**config.mk**
```make
export PLATFORM = sky130hd
export DESIGN_NAME = ds_dac_multi_flat
export DESIGN_NICKNAME = d
export VERILOG_FILES = /design/src/rtl/ds_dac_multi_pkg.sv /design/src/rtl/ds_dac_multi_if.sv /design/src/rtl/ds_dac_multi_mod_core.sv /design/src/rtl/ds_dac_multi.sv /design/src/flat_wrapper.sv
export SDC_FILE = /design/constraint.sdc
export NUM_CORES = 1
export LEC_CHECK = 0
export ABC_CLOCK_PERIOD_IN_PS = 6320
export CORE_MARGIN = 5
export CORE_UTILIZATION = 35
export CTS_CLUSTER_SIZE = 40
export DETAILED_ROUTE_END_ITERATION = 16
export SYNTH_ARGS = -nofsm -noshare
export SYNTH_HDL_FRONTEND = slang
export SYNTH_SLANG_ARGS = --single-unit
```
**constraint.sdc**
```tcl
create_clock -name clk -period 6.32 [get_ports clk]
set_input_delay 0.948 -clock clk [delete_from_list [all_inputs] [get_ports clk]]
set_output_delay 0.948 -clock clk [all_outputs]
set_load 0.03 [all_outputs]
```
**src/rtl/ds_dac_multi_pkg.sv**
```systemverilog
// Shared types and constant helpers for the multi-channel delta-sigma DAC.
package ds_dac_pkg;

  typedef enum logic {
    ORDER1 = 1'b0,
    ORDER2 = 1'b1
  } order_e;

  // Channel-select width, never narrower than one bit.
  function automatic int unsigned clog2_min1(input int unsigned n);
    return (n <= 1) ? 1 : $clog2(n);
  endfunction

  // Magnitude both second-order integrators saturate to: 2^(WIDTH+1).
  function automatic int unsigned sat_limit(input int unsigned width);
    return 32'd1 << (width + 1);
  endfunction

endpackage

```
**src/rtl/ds_dac_multi_if.sv**
```systemverilog
// Write port for the per-channel shadow registers (valid/ready).
interface ds_dac_multi_if
  import ds_dac_pkg::*;
#(
  parameter int unsigned WIDTH    = 10,
  parameter int unsigned CHANNELS = 4
);
  localparam int unsigned CHAN_W = clog2_min1(CHANNELS);

  logic              in_valid;
  logic              in_ready;
  logic [CHAN_W-1:0] in_chan;
  logic [WIDTH-1:0]  in_data;

  modport master (output in_valid, in_chan, in_data, input in_ready);
  modport slave  (input in_valid, in_chan, in_data, output in_ready);
endinterface

```
**src/rtl/ds_dac_multi_mod_core.sv**
```systemverilog
// One delta-sigma channel: 1st-order accumulator or 2nd-order CIFB loop.
module ds_mod_core
  import ds_dac_pkg::*;
#(
  parameter int unsigned WIDTH = 10
) (
  input  logic             clk,
  input  logic             rst_n,
  input  logic             tick,
  input  logic             clear,
  input  order_e           order,
  input  logic [WIDTH-1:0] code,
  output logic             y,
  output logic             y_step
);
  localparam int unsigned IW = WIDTH + 3;
  localparam int unsigned EW = WIDTH + 5;
  localparam logic signed [EW-1:0] HALF = EW'(2 ** (WIDTH - 1));
  localparam logic signed [EW-1:0] LIM  = EW'(sat_limit(WIDTH));

  function automatic logic signed [IW-1:0] sat(input logic signed [EW-1:0] v);
    if (v > LIM)  return IW'(LIM);
    if (v < -LIM) return IW'(-LIM);
    return IW'(v);
  endfunction

  // The accumulator keeps only its low WIDTH bits; the carry bit lives in r_y.
  logic [WIDTH-1:0]     r_acc;
  logic signed [IW-1:0] r_i1;
  logic signed [IW-1:0] r_i2;
  logic                 r_y;

  logic [WIDTH-1:0]     w_acc;
  logic signed [IW-1:0] w_i1;
  logic signed [IW-1:0] w_i2;
  logic                 w_y;
  logic [WIDTH:0]       w_sum;
  logic signed [EW-1:0] w_x;
  logic signed [EW-1:0] w_fb;
  logic signed [EW-1:0] w_i1_raw;
  logic signed [EW-1:0] w_i2_raw;
  logic signed [IW-1:0] w_i1n;
  logic signed [IW-1:0] w_i2n;

  // Step arithmetic for both orders, starting from zeroed state when clear is set.
  always_comb begin
    w_acc    = clear ? '0 : r_acc;
    w_i1     = clear ? '0 : r_i1;
    w_i2     = clear ? '0 : r_i2;
    w_y      = clear ? 1'b0 : r_y;
    w_sum    = {1'b0, w_acc} + {1'b0, code};
    w_x      = signed'(EW'(code)) - HALF;
    w_fb     = w_y ? HALF : -HALF;
    w_i1_raw = EW'(w_i1) + w_x - w_fb;
    w_i2_raw = EW'(w_i2) + EW'(w_i1) - w_fb;
    w_i1n    = sat(w_i1_raw);
    w_i2n    = sat(w_i2_raw);
    if (order == ORDER2) y_step = !w_i2n[IW-1] && (w_i2n != '0);
    else                 y_step = w_sum[WIDTH];
  end

  // Modulator state advances only on sample ticks.
  always_ff @(posedge clk or negedge rst_n) begin
    if (!rst_n) begin
      r_acc <= '0;
      r_i1  <= '0;
      r_i2  <= '0;
      r_y   <= 1'b0;
    end else if (tick) begin
      if (order == ORDER2) begin
        r_acc <= w_acc;
        r_i1  <= w_i1n;
        r_i2  <= w_i2n;
      end else begin
        r_acc <= w_sum[WIDTH-1:0];
        r_i1  <= w_i1;
        r_i2  <= w_i2;
      end
      r_y <= y_step;
    end
  end

  assign y = r_y;

endmodule

```
**src/rtl/ds_dac_multi.sv**
```systemverilog
// Multi-channel delta-sigma DAC: rate divider, shadowed write port, per-channel modulators.
module ds_dac_multi
  import ds_dac_pkg::*;
#(
  parameter int unsigned WIDTH    = 10,
  parameter int unsigned CHANNELS = 4,
  parameter int unsigned DIV_W    = 8
) (
  input  logic                clk,
  input  logic                rst_n,
  input  logic                enable,
  input  logic                order_sel,
  input  logic [DIV_W-1:0]    rate_div,
  ds_dac_multi_if.slave       wr,
  output logic                sample_tick,
  output logic [CHANNELS-1:0] dac_out
);
  localparam int unsigned CHAN_W = clog2_min1(CHANNELS);

  logic [DIV_W-1:0]    r_cnt;
  logic                r_last_order;
  logic [WIDTH-1:0]    r_shadow [CHANNELS];
  logic [WIDTH-1:0]    r_active [CHANNELS];
  logic [CHANNELS-1:0] r_pending;
  logic [CHANNELS-1:0] r_dac;

  logic                w_tick;
  logic                w_clear;
  logic                w_ready;
  logic                w_accept;
  logic                w_pend_sel;
  logic [CHANNELS-1:0] w_sel;
  logic [CHANNELS-1:0] w_y;
  logic [CHANNELS-1:0] w_y_step;
  logic [CHANNELS-1:0] w_y_next;
  logic [WIDTH-1:0]    w_code [CHANNELS];

  assign w_tick      = enable && (r_cnt >= rate_div);
  assign w_clear     = w_tick && (order_sel != r_last_order);
  assign sample_tick = w_tick;
  assign dac_out     = r_dac;

  // Sample-rate divider; >= lets a lowered rate_div take effect immediately.
  always_ff @(posedge clk or negedge rst_n) begin
    if (!rst_n)      r_cnt <= '0;
    else if (w_tick) r_cnt <= '0;
    else if (enable) r_cnt <= r_cnt + 1'b1;
    else             r_cnt <= '0;
  end

  // Remember the order in force so a change clears every channel at its first tick.
  always_ff @(posedge clk or negedge rst_n) begin
    if (!rst_n)      r_last_order <= 1'b0;
    else if (w_tick) r_last_order <= order_sel;
  end

  // Channel decode for the write port; a tick frees a pending slot in the same cycle.
  always_comb begin
    w_sel      = '0;
    w_pend_sel = 1'b0;
    for (int unsigned i = 0; i < CHANNELS; i++) begin
      if (wr.in_chan == CHAN_W'(i)) begin
        w_sel[i]   = 1'b1;
        w_pend_sel = r_pending[i];
      end
    end
    w_ready     = !w_pend_sel || w_tick;
    w_accept    = wr.in_valid && w_ready;
    wr.in_ready = w_ready;
  end

  // Shadow/active registers: commit on tick, a same-cycle write re-arms pending.
  always_ff @(posedge clk or negedge rst_n) begin
    if (!rst_n) begin
      r_pending <= '0;
      for (int unsigned i = 0; i < CHANNELS; i++) begin
        r_shadow[i] <= '0;
        r_active[i] <= '0;
      end
    end else begin
      for (int unsigned i = 0; i < CHANNELS; i++) begin
        if (w_tick && r_pending[i]) begin
          r_active[i]  <= r_shadow[i];
          r_pending[i] <= 1'b0;
        end
        if (w_accept && w_sel[i]) begin
          r_shadow[i]  <= wr.in_data;
          r_pending[i] <= 1'b1;
        end
      end
    end
  end

  for (genvar g = 0; g < CHANNELS; g++) begin : g_chan
    assign w_code[g]   = r_pending[g] ? r_shadow[g] : r_active[g];
    assign w_y_next[g] = w_tick ? w_y_step[g] : w_y[g];

    ds_mod_core #(
      .WIDTH(WIDTH)
    ) u_core (
      .clk   (clk),
      .rst_n (rst_n),
      .tick  (w_tick),
      .clear (w_clear),
      .order (order_e'(order_sel)),
      .code  (w_code[g]),
      .y     (w_y[g]),
      .y_step(w_y_step[g])
    );
  end

  // Registered pulse outputs, forced low while disabled.
  always_ff @(posedge clk or negedge rst_n) begin
    if (!rst_n) r_dac <= '0;
    else        r_dac <= enable ? w_y_next : '0;
  end

endmodule

```
**src/flat_wrapper.sv**
```systemverilog
// flat-port wrapper written by rule: the top's interface ports become plain ports
module ds_dac_multi_flat import ds_dac_pkg::*;
#(
  parameter int unsigned WIDTH    = 10,
  parameter int unsigned CHANNELS = 4,
  parameter int unsigned DIV_W    = 8
)
  (clk, rst_n, enable, order_sel, rate_div, sample_tick, dac_out, wr_in_valid, wr_in_chan, wr_in_data, wr_in_ready);
  ds_dac_multi_if #(.WIDTH(WIDTH), .CHANNELS(CHANNELS)) wr_i ();
  input  logic clk;
  input  logic rst_n;
  input  logic enable;
  input  logic order_sel;
  input  logic [DIV_W-1:0] rate_div;
  output logic sample_tick;
  output logic [CHANNELS-1:0] dac_out;
  input wire logic [$bits(wr_i.in_valid)-1:0] wr_in_valid;
  input wire logic [$bits(wr_i.in_chan)-1:0] wr_in_chan;
  input wire logic [$bits(wr_i.in_data)-1:0] wr_in_data;
  output wire logic [$bits(wr_i.in_ready)-1:0] wr_in_ready;
  assign wr_i.in_valid = wr_in_valid;
  assign wr_i.in_chan = wr_in_chan;
  assign wr_i.in_data = wr_in_data;
  assign wr_in_ready = wr_i.in_ready;
  ds_dac_multi #(.WIDTH(WIDTH), .CHANNELS(CHANNELS), .DIV_W(DIV_W)) u_core (.clk(clk), .rst_n(rst_n), .enable(enable), .order_sel(order_sel), .rate_div(rate_div), .wr(wr_i), .sample_tick(sample_tick), .dac_out(dac_out));
endmodule
```
==> summary.md, run 1 <==
| Metric | Value |
|---|---|
| Least-Margin Pin Slew | slightly below 1 ns |
| Chip width | ~250 µm |
| Seq cells post-synth | 245 |
| Gr usage total | 16.9% |
| Fmax | roughly 170 MHz |
| Fin crit share | 92.7% |
| Syn avg cell area | 8.74 µm² |
| Sw frac | 45.2% |
| Initial antenna violation count | 0 |
| CTS clk-pin slew, worst paths | 0.06 ns |
| Max transition margin | between 30 and 40% |
| Cts repair resizes | 0 |
| Dpl hpwl | 41.5 mm |
| Die span in y | 254 µm |
| Max Transition Viols Final | 0 |
| Worst skew pair latency | 0.62 ns |
| Hold Crit Class | flip-flop to flip-flop |
| H-Tree Depth | 1 |
| Antenna Nets Post-Route | 0 |
| CTS buffer count | 30 |
| Post-synthesis cell count | 2,390 |
| Final Skew | 0.0610 ns |
| Placed Area | 23,200 µm² |
| Async SR Flop Fraction | 100% |
| Starting density of the core | 35.4% |
| Largest net degree at the start of global routing | 132 |
| Area Growth Syn to Fin | 16.5% |
| Post-layout min period | 5.86 ns |
| Largest fanout on the critical path | 17 |
| Via/cell ratio | around 5.4 |
| Switching power | 5520 µW |
| CP arrival | 6.29 ns |
| Post-CTS Hold Buffers | 0 |
| Clk root buf | clkbuf_16 |
| RSZ-0062 raised after global routing | no |
| Pwr Total | between 10,000 and 15,000 µW |
| Final hold vios | 0 |
| CTS tree | yes |
| Setup Crit Path Kind | input pin to flip-flop |
| VDD IR max | 0.000412 V |
| RePlAce Congestion | 0.875 |
| Num rows | 89 |
| Ant. Diodes | 0 |
| Clock buffer depth | 3 |
| Mapped Area | 20,900 µm² |
| Area leader, netlist | dfrtp_1 |
| Via count | 18.0k |
| Top post-synthesis cells by area | dfrtp_1 29%, ha_1 14%, inv_1 4.7%, mux2_2 4.6%, nand2_1 4.2% |
| Worst EP required | 6.76 ns |
| Core Footprint | 59,000 µm² |
| Commonest non-fill, non-tap cell in the layout | inv_1 |
| First-pass GRT wire length | 91.8 mm |
| Run status | complete, no violations |
| Post-synth EDFFs | 0 |
| Vias in the first global route | 17.9k |
| DRT iter0 DRCs | 1,064 |
| Synth top area share | 29.4% |
| WL final | 55.2 mm |
| Pwr dens | approximately 500 nW/µm² |
| Cells after DPL | around 3.3k |
| Die area | 64,700 µm² |
| P_leak | approximately 0.012 µW |
| Critical path launch point type | input pin |
| IO Pins | 31 |
| Register area share after synthesis | between 20% and 30% |
| Iteration count of the initial detailed-routing pass | 5 |
| Clock Sinks | 245 |
| Overflow after GRT | 0 |
| Syn_nets | 2,676 |
| Clock power share | roughly 16% |
| Final Setup Violations | 0 |
| Commonest non-fill, non-tap cells in the layout | 261 x inv_1, 245 x dfrtp_1, 239 x ha_1 |
| Internal power | 6690 µW |
| Worst Setup End Kind | flip-flop |
| Layout Nets | 2,828 |
| Layout cells sized above 1 | 14.4% |
| Port Buffer Count | 30 |
| Final std cells w/o fill | 3,337 |
| Max-Cap Viols | 0 |
| Flop pwr share | ~16% |
| Main flop type after synthesis | dfrtp_1 |
| Post-DR wirelength/cell | roughly 17 µm |
| # DRC | 0 |
| Comb pwr share | 68.1% |
| Final non-filler cell area | between 20,000 and 25,000 µm² |
| Post-CTS setup buffer count | 0 |
| Netlist cell types | 95 |
| Yosys warning count | 0 |
-- worst paths after layout --
check | startpoint | end | slack (ns) | cells past startpoint
worst max-delay path | rate_div[5] | u_core.g_chan[2].u_core.r_i1[10] | 0.46 | 25
worst min-delay path | u_core.g_chan[0].u_core.r_acc[2] | u_core.g_chan[0].u_core.r_acc[2] | 0.47 | 2
worst max register to register | u_core.r_cnt[5] | u_core.g_chan[2].u_core.r_i1[10] | 0.91 | 23
min in group asynchronous | rst_n | u_core.g_chan[0].u_core.r_i2[6] | 0.48 | 1
max in group asynchronous | rst_n | u_core.g_chan[3].u_core.r_i2[3] | 4.53 | 2
worst min register to register | u_core.g_chan[0].u_core.r_acc[2] | u_core.g_chan[0].u_core.r_acc[2] | 0.47 | 2
-- logic make-up after synthesis --
family / share of synthesized area [%]
mux: 6.99
compound gates: 19.5
buf+inv: 6.61
simple gates: 17.7
xor+xnor: 3.48
fa+ha+maj: 16.4
flops: 29.4
-- cell type report --
class	count	area, µm²
Fill cell	5880	34700
Multi-Input combinational cell	1791	13400
Sequential cell	245	6130
Timing Repair Buffer	212	1760
Inverter	262	983
Tap cell	773	967
Clock buffer	35	779
Clock inverter	19	310
-- critical path, cell delays in order --
cell and delay (ns):
clkdlybuf4s50_1 0.45, inv_1 0.04, ha_1 0.30, a2111o_1 0.41, a31oi_1 0.19, o21ai_0 0.22
nand2_1 0.14, clkinv_1 0.12, nand2_4 0.12, buf_12 0.17, buf_12 0.14, nand2_1 0.09
buf_4 0.15, ha_1 0.26, inv_1 0.04, ha_1 0.37, or2_2 0.34, a21oi_1 0.15
a21o_1 0.20, mux2i_1 0.11, a2111oi_0 0.58, buf_4 0.22, a31oi_1 0.07, buf_4 0.18
o311ai_0 0.29
-- synth_stat cells, types with 37 or more instances --
master	count
nor3_1	43
ha_1	239
a21o_1	37
clkbuf_1	69
mux2i_1	49
nor2_1	112
nand3_1	62
nand2_1	235
inv_1	261
o21ai_0	130
a21oi_1	105
mux2_2	86
and2_1	77
xnor2_1	52
dfrtp_1	245
-- sequential cells by signal, summed over array words and instances (netlist names) --
name                        flops
u_core.g_chan.u_core.y          4
u_core.g_chan.u_core.r_acc     40
u_core.g_chan.u_core.r_i2      52
u_core.dac_out                  4
u_core.r_active                40
u_core.r_last_order             1
u_core.r_shadow                40
u_core.g_chan.u_core.r_i1      52
u_core.r_cnt                    8
u_core.r_pending                4
-- metrics by stage --
step                      TNS [ns]  hold WS [ns]  utilization [%]  setup slack, ns
after detailed placement     -1.66         0.462             39.4           -0.167
after global placement      -0.196         0.451             39.4          -0.0225
after floorplan                  0         0.439                -            0.389
after global routing             0         0.487             41.2          0.00672
after CTS                        0         0.476             41.2            0.400
final                            0         0.470             41.2            0.463
-- power by group through the flow --
stage	logic (µW)	registers, µW	clock network (µW)
after floorplan	5620	1930	0
after global placement	8050	1990	0
after detailed placement	8220	2010	0
after CTS	8280	1980	1960
after global routing	9300	2010	2020
final	8320	1980	1910
-- routing by layer --
metal / vias to the layer above / global-route usage, % / wire [µm]
met2: 338 / 27.8 / 25200
met3: 72 / 1.65 / 1860
met5: - / 0 / 0
met4: 0 / 3.71 / 1180
met1: 8682 / 24.2 / 26900
li1: 8877 / - / -
Note: power is estimated with default switching activity, not from simulation.
==> run 2: changes to the inputs <==
--- a/config.mk
+++ b/config.mk
@@ -7,9 +7,11 @@
 export LEC_CHECK = 0
 export ABC_CLOCK_PERIOD_IN_PS = 6320
 export CORE_MARGIN = 5
-export CORE_UTILIZATION = 35
+export CORE_UTILIZATION = 60
 export CTS_CLUSTER_SIZE = 40
 export DETAILED_ROUTE_END_ITERATION = 16
+export PLACE_DENSITY = 0.77
+export REMOVE_ABC_BUFFERS = 1
 export SYNTH_ARGS = -nofsm -noshare
 export SYNTH_HDL_FRONTEND = slang
 export SYNTH_SLANG_ARGS = --single-unit
==> run 2 against run 1 <==
Effect of this change: final area fell by 5.5%; first-iteration DRC count is 33% higher; routed wire length shrank 5.2%; sequential power about the same; non-clock buffer count shrank 121; critical endpoint unchanged; largest power group unchanged; highest routed layer unchanged.
==> summary.md, run 2 (synthesized netlist as in run 1, its figures left out) <==
| Metric | Value |
|---|---|
| Gr usage total | 26.9% (+10 points) |
| Sw frac | 47.2% (+1.9 points) |
| Worst flop-to-flop path startpoint | u_core.r_cnt[5] |
| Area Growth Syn to Fin | 10.1% |
| Post-layout min period | 5.94 ns (+0.0853 ns) |
| WL final | 52.3 mm (-5.2%) |
| Iteration count of the initial detailed-routing pass | 6 (+1) |
| Fmax | 168 MHz (-1.4%) |
| Commonest non-fill, non-tap cells in the layout | 261 x inv_1, 245 x dfrtp_1, 239 x ha_1 |
| Worst EP required | 6.75 ns (about the same) |
| P_leak | 0.0115 µW (-4.9%) |
| RSZ-0062 raised after global routing | no |
| Port Buffer Count | 30 (unchanged) |
| Internal power | 5990 µW (-10%) |
| Final Setup Violations | 0 (unchanged) |
| Final Util | 66.7% (+25 points) |
| CTS clk-pin slew, worst paths | 0.06 ns (about the same) |
| CP most frequent cell | ha_1 |
| Critical Path Max Stage Delay | 1.02 ns (+0.44 ns) |
| First-pass GRT wire length | 88.2 mm (-3.9%) |
| DRT iter0 DRCs | 1,417 (+33%) |
| Final Skew | 0.00960 ns (-0.0514 ns) |
| Layout cells sized above 1 | 10.2% (-4.2 points) |
| Worst reg-to-reg path cell count | 20 (-13%) |
| Crit path capture | u_core.g_chan[2].u_core.r_i1[10] |
| Clk root buf | clkbuf_16 |
| Run status | complete, no violations |
| Critical-path top delay cell | nor3_1 |
| Pwr dens | 493 nW/µm² (-1.7%) |
| Post-route setup slack | 0.378 ns (-0.0853 ns) |
| Comb pwr share | 65.8% (-2.3 points) |
| Die span in y | 197 µm (-23%) |
| Overflow after GRT | 0 (unchanged) |
| Flop pwr share | 17.5% (+1.3 points) |
| Pre-CTS setup slack | -0.224 ns (-0.0571 ns) |
| Max transition margin | 15.3% (-19 points) |
| Critical R2R Capture | u_core.g_chan[2].u_core.r_i1[10] |
| R2R Setup Slk | 0.84 ns (-0.07 ns) |
| Max-Cap Viols | 0 (unchanged) |
| Core Footprint | 34,500 µm² (-42%) |
| Vias in the first global route | 18.1k (+0.97%) |
| Antenna Nets Post-Route | 0 (unchanged) |
| CP arrival | 6.37 ns (+0.08 ns) |
| Worst Setup End Kind | flip-flop |
| Die area | 38,600 µm² (-40%) |
| IO Pins | 31 (unchanged) |
| VDD IR max | 0.000516 V (+25%) |
| Final hold vios | 0 (unchanged) |
| RePlAce Congestion | 0.890 (+1.8%) |
| CP Cell Sequence | clkdlybuf4s50_1 -> inv_1 -> ha_1 -> a2111o_1 -> a31oi_1 -> o21ai_0 -> nand2_1 -> clkinv_1 -> nand2_4 -> buf_12 -> nand2_1 -> ha_1 -> inv_1 -> ha_1 -> a21oi_1 -> o21ai_0 -> or3_1 -> a31oi_1 -> nor3b_1 -> nor3_1 -> nand4b_1 -> o311ai_0 |
| Switching power | 5350 µW (-3.2%) |
| Fin crit share | 94.0% (+1.3 points) |
| Largest fanout on the critical path | 50 (+33) |
| WHS | 0.477 ns (+0.00679 ns) |
| Least-Margin Pin Slew | 1.26 ns (+0.292 ns) |
| Commonest non-fill, non-tap cell in the layout | inv_1 |
| # DRC | 0 (unchanged) |
| Via/cell ratio | 6.19 (+15%) |
| H-Tree Depth | 1 (unchanged) |
| Largest net degree at the start of global routing | 132 (unchanged) |
| Post-DR wirelength/cell | 18.1 µm (+9.2%) |
| CTS buffer count | 29 (-3.3%) |
| Via count | 17.9k (-0.23%) |
| Post-CTS setup buffer count | 0 (unchanged) |
| Layout Nets | 2,706 (-4.3%) |
| Initial antenna violation count | 1 (+1) |
| CTS tree | yes |
| Crit. Startpoint | rate_div[5] |
| Clock Sinks | 245 (unchanged) |
| Starting density of the core | 60.6% (+25 points) |
| Clock power share | 16.7% (+1.0 points) |
| Chip width | 197 µm (-23%) |
| Pwr Total | 11,300 µW (-7.2%) |
| Dpl hpwl | 38.6 mm (-7.0%) |
| Top Registers | u_core.g_chan.u_core.r_i1 (52), u_core.g_chan.u_core.r_i2 (52) |
| Hold Crit Class | flip-flop to flip-flop |
| Num rows | 68 (-24%) |
| Clock buffer depth | 3 (unchanged) |
| Setup Crit Path Kind | input pin to flip-flop |
| Max Transition Viols Final | 0 (unchanged) |
| Worst skew pair latency | 0.55 ns (-0.07 ns) |
| Critical path launch point type | input pin |
==> run 2: layout make-up <==
type | count | area, µm²
Multi-Input combinational cell | 1791 | 13400
Fill cell | 2765 | 11500
Sequential cell | 245 | 6130
Inverter | 262 | 983
Timing Repair Buffer | 91 | 811
Clock buffer | 33 | 781
Tap cell | 455 | 569
Clock inverter | 19 | 293
Antenna cell | 1 | 2.50
==> run 2: worst min path at each step <==
stage          cells after the start                               end  slack [ns]                             start
2_1_floorplan                      2  u_core.g_chan[2].u_core.r_i2[12]        0.44  u_core.g_chan[2].u_core.r_i2[12]
3_3_place_gp                       1  u_core.g_chan[1].u_core.r_i2[11]        0.45  u_core.g_chan[1].u_core.r_i2[11]
3_5_place_dp                       2  u_core.g_chan[0].u_core.r_acc[8]        0.46  u_core.g_chan[0].u_core.r_acc[8]
4_1_cts                            2  u_core.g_chan[0].u_core.r_acc[7]        0.48  u_core.g_chan[0].u_core.r_acc[7]
5_1_grt                            1  u_core.g_chan[1].u_core.r_i2[12]        0.50  u_core.g_chan[1].u_core.r_i2[12]
6_report                           2  u_core.g_chan[0].u_core.r_acc[8]        0.48  u_core.g_chan[0].u_core.r_acc[8]
==> run 2: worst max-delay path: cells and delay by family <==
kind            cells  cell delay (ns)
fa+ha+maj           3             0.98
compound gates      7             1.48
simple gates        7             2.04
buf+inv             5             0.88
==> run 2: what timing repair did <==
item | 4_1_cts | 5_1_grt
hold buffers | 0 | 0
endpoints found under the setup margin | 0 | 14
resized for setup | 0 | 2
==> run 2: through the flow <==
step | area, µm² | TNS, ns | std cells
finish | 23000 | 0 | 2897
global route | 23000 | 0 | 2897
CTS | 23000 | 0 | 2895
detailed placement | 21900 | -2.49 | 2843
global placement | 21900 | -0.219 | 2843
floorplan | 20500 | -212.47 | 2298
==> run 2: routing by layer <==
layer	up-vias	routed length (µm)	track usage [%]
met5	-	0	0
li1	8637	-	-
met1	8707	22900	35.0
met4	0	1380	8.45
met2	477	25800	47.2
met3	106	2310	2.87
==> run 2: power groups by stage <==
stage / Sequential (µW) / Combinational [µW] / Clock (µW)
floorplan: 1950 / 5510 / 0
global placement: 1980 / 7050 / 0
detailed placement: 2000 / 7270 / 0
CTS: 1980 / 7330 / 1920
global route: 2010 / 8300 / 1980
finish: 1990 / 7450 / 1900
==> run 3: changes to the inputs <==
--- a/config.mk
+++ b/config.mk
@@ -5,12 +5,12 @@
 export SDC_FILE = /design/constraint.sdc
 export NUM_CORES = 1
 export LEC_CHECK = 0
-export ABC_CLOCK_PERIOD_IN_PS = 6320
+export ABC_CLOCK_PERIOD_IN_PS = 4900
 export CORE_MARGIN = 5
-export CORE_UTILIZATION = 60
+export CORE_UTILIZATION = 59
 export CTS_CLUSTER_SIZE = 40
 export DETAILED_ROUTE_END_ITERATION = 16
-export PLACE_DENSITY = 0.77
+export PLACE_DENSITY = 0.79
 export REMOVE_ABC_BUFFERS = 1
 export SYNTH_ARGS = -nofsm -noshare
 export SYNTH_HDL_FRONTEND = slang
==> constraint.sdc (replaced) <==
create_clock -name clk -period 4.9 [get_ports clk]
set_input_delay 0.735 -clock clk [delete_from_list [all_inputs] [get_ports clk]]
set_output_delay 0.735 -clock clk [all_outputs]
set_load 0.03 [all_outputs]
==> run 3 against run 2 <==
Effect of this change: critical path type is now flip-flop to flip-flop; final area increased by 24%; sequential cell count stayed put; via count rose by 23%; largest cell class unchanged; critical endpoint is now u_core.g_chan[1].u_core.r_i1[10]; setup slack worse by 0.64 ns; largest power group unchanged; clock skew rose by 0.015 ns; the flow now finishes with violations (setup timing); sequential share of layout area is 5.2 points lower; global-route usage is 6.5 points higher; combinational power grew 110%; total power up 82%.
==> summary.md, run 3 (synthesized netlist as in run 1, its figures left out) <==
| Metric | Value |
|---|---|
| # DRC | 0 (unchanged) |
| Largest net degree at the start of global routing | 122 (-7.6%) |
| IO Pins | 31 (unchanged) |
| RePlAce Congestion | 0.868 (-2.4%) |
| Fmax | 194 MHz |
| Largest delay contributor family on the critical path | compound AO/OA/AOI/OAI gates |
| Clk root buf | clkbuf_16 |
| Die span in y | 198 µm (+0.80%) |
| Critical-path top delay cell | o21bai_1 |
| Fin crit share | 105% |
| Critical Path Max Stage Delay | 0.44 ns (-0.58 ns) |
| Worst Setup End Kind | flip-flop |
| Final Skew | 0.0248 ns (+0.0152 ns) |
| Starting density of the core | 59.3% (-1.3 points) |
| Vias in the first global route | 22.2k (+23%) |
| Clock buffer depth | 3 (unchanged) |
| Worst flop-to-flop path startpoint | u_core.r_cnt[5] |
| Commonest non-fill, non-tap cell in the layout | buf_4 |
| CTS buffer count | 27 (-6.9%) |
| Hold Crit Class | input pin to asynchronous set/reset pin |
| Post-CTS Hold Buffers | 0 (unchanged) |
| Failing checks | setup timing |
| Via/cell ratio | 6.51 (+5.2%) |
| Overflow after GRT | 0 (unchanged) |
| Worst EP required | 5.36 ns (-1.39 ns) |
| Max transition margin | 34.3% (+19 points) |
| CP arrival | 5.62 ns (-0.75 ns) |
| Run status | finished with violations |
| Setup Crit Path Kind | flip-flop to flip-flop |
| Iteration count of the initial detailed-routing pass | 9 (+3) |
| Dpl hpwl | 43.6 mm (+13%) |
| Post-route setup slack | -0.263 ns (-0.641 ns) |
| Worst skew pair latency | 0.57 ns (+0.02 ns) |
| Core Footprint | 35,200 µm² (+2.2%) |
| Worst reg-to-reg path cell count | 25 (+25%) |
| Post-DR wirelength/cell | 21.9 µm (+21%) |
| P_leak | 0.0142 µW (+24%) |
| Final std cells w/o fill | 3,399 (+17%) |
| Gr usage total | 33.4% (+6.5 points) |
| Initial antenna violation count | 0 (-1) |
| H-Tree Depth | 1 (unchanged) |
| Least-Margin Pin Slew | 0.986 ns (-0.275 ns) |
| Post-layout min period | between 5 and 6 ns |
| Antenna Nets Post-Route | 0 (unchanged) |
| Pwr dens | 723 nW/µm² (+47%) |
| Port Buffer Count | 30 (unchanged) |
| Critical path launch point type | flip-flop |
| Placed Area | 25,100 µm² (+15%) |
| Final hold vios | 0 (unchanged) |
| Max-Cap Viols | 0 (unchanged) |
| Top Registers | u_core.g_chan.u_core.r_i1 (52), u_core.g_chan.u_core.r_i2 (52) |
| Layout cells sized above 1 | 33.7% (+23 points) |
| Ant. Diodes | 0 (-1) |
| Chip width | 198 µm (+0.80%) |
| Final non-filler cell area | 28,600 µm² (+24%) |
| CTS tree | yes |
| Commonest non-fill, non-tap cells in the layout | 520 x buf_4, 245 x dfrtp_1, 241 x inv_1 |
| Layout Nets | 3,205 (+18%) |
| Via count | 22.1k (+23%) |
| Max Transition Viols Final | 0 (unchanged) |
| Final Setup Violations | 15 (+15) |
| Clock Sinks | 245 (unchanged) |
| Num rows | 69 (+1.5%) |
| First-pass GRT wire length | 109 mm (+24%) |
| WL final | 74.3 mm (+42%) |
| CTS clk-pin slew, worst paths | 0.07 ns (about the same) |
| DRT iter0 DRCs | 2,119 (+50%) |
| Buf/Inv on CP | 8 (+3) |
| Critical R2R Capture | u_core.g_chan[1].u_core.r_i1[10] |
| Cells after DPL | 3,275 (+15%) |
| Die area | 39,300 µm² (+1.6%) |
| Largest fanout on the critical path | 5 (-90%) |
| RSZ-0062 raised after global routing | yes |
| VDD IR max | 0.000642 V (+24%) |
| R2R Setup Slk | -0.26 ns (-1.10 ns) |
| Area Growth Syn to Fin | 36.9% |
[run 3: per-stage QoR]
stage	utilization, %	hold WS, ns	setup TNS (ns)	total power [µW]	setup slack (ns)
2_1_floorplan	-	0.439	-391.88	9630	-3.85
6_report	81.2	0.254	-1.15	20700	-0.263
3_5_place_dp	71.3	0.461	-118.26	15100	-1.29
4_1_cts	78.1	0.317	-0.00670	18500	-0.00670
5_1_grt	81.2	0.344	-6.27	21700	-0.283
3_3_place_gp	71.3	0.452	-108.77	14600	-1.14
[run 3: layout make-up]
class / count / area, µm²
Clock buffer: 35 / 756
Clock inverter: 13 / 115
Fill cell: 1870 / 6620
Inverter: 262 / 988
Multi-Input combinational cell: 1793 / 15200
Sequential cell: 245 / 6130
Tap cell: 461 / 577
Timing Repair Buffer: 590 / 4850
[run 3: worst max path at each step]
stage	startpoint	end	cells past startpoint
2_1_floorplan	rate_div[5]	u_core.g_chan[0].u_core.r_i2[0]	19
3_3_place_gp	rate_div[5]	u_core.g_chan[0].u_core.r_i1[6]	22
3_5_place_dp	rate_div[5]	u_core.g_chan[0].u_core.r_i1[1]	22
4_1_cts	rate_div[5]	u_core.g_chan[0].u_core.r_i2[9]	26
5_1_grt	u_core.r_cnt[5]	u_core.g_chan[1].u_core.r_i1[8]	25
6_report	u_core.r_cnt[5]	u_core.g_chan[1].u_core.r_i1[10]	25
[run 3: what timing repair did]
item	CTS	global route
resized for setup	229	190
cloned	11	4
setup buffers	38	27
endpoints found under the hold margin	0	0
endpoints found under the setup margin	106	103
pin swaps	67	98
[run 3: metal layers]
metal | track usage [%] | vias to the layer above | share of wire [%]
met5 | 0 | - | 0
met4 | 17.7 | 0 | 7.3
met3 | 4.71 | 484 | 8.1
met2 | 59.6 | 1426 | 49
met1 | 38.7 | 10600 | 35
li1 | - | 9622 | -
[run 3: power breakdown]
part / internal, µW / switching, µW
logic: 7640 / 8390
clock network: 1140 / 914
registers: 2320 / 265
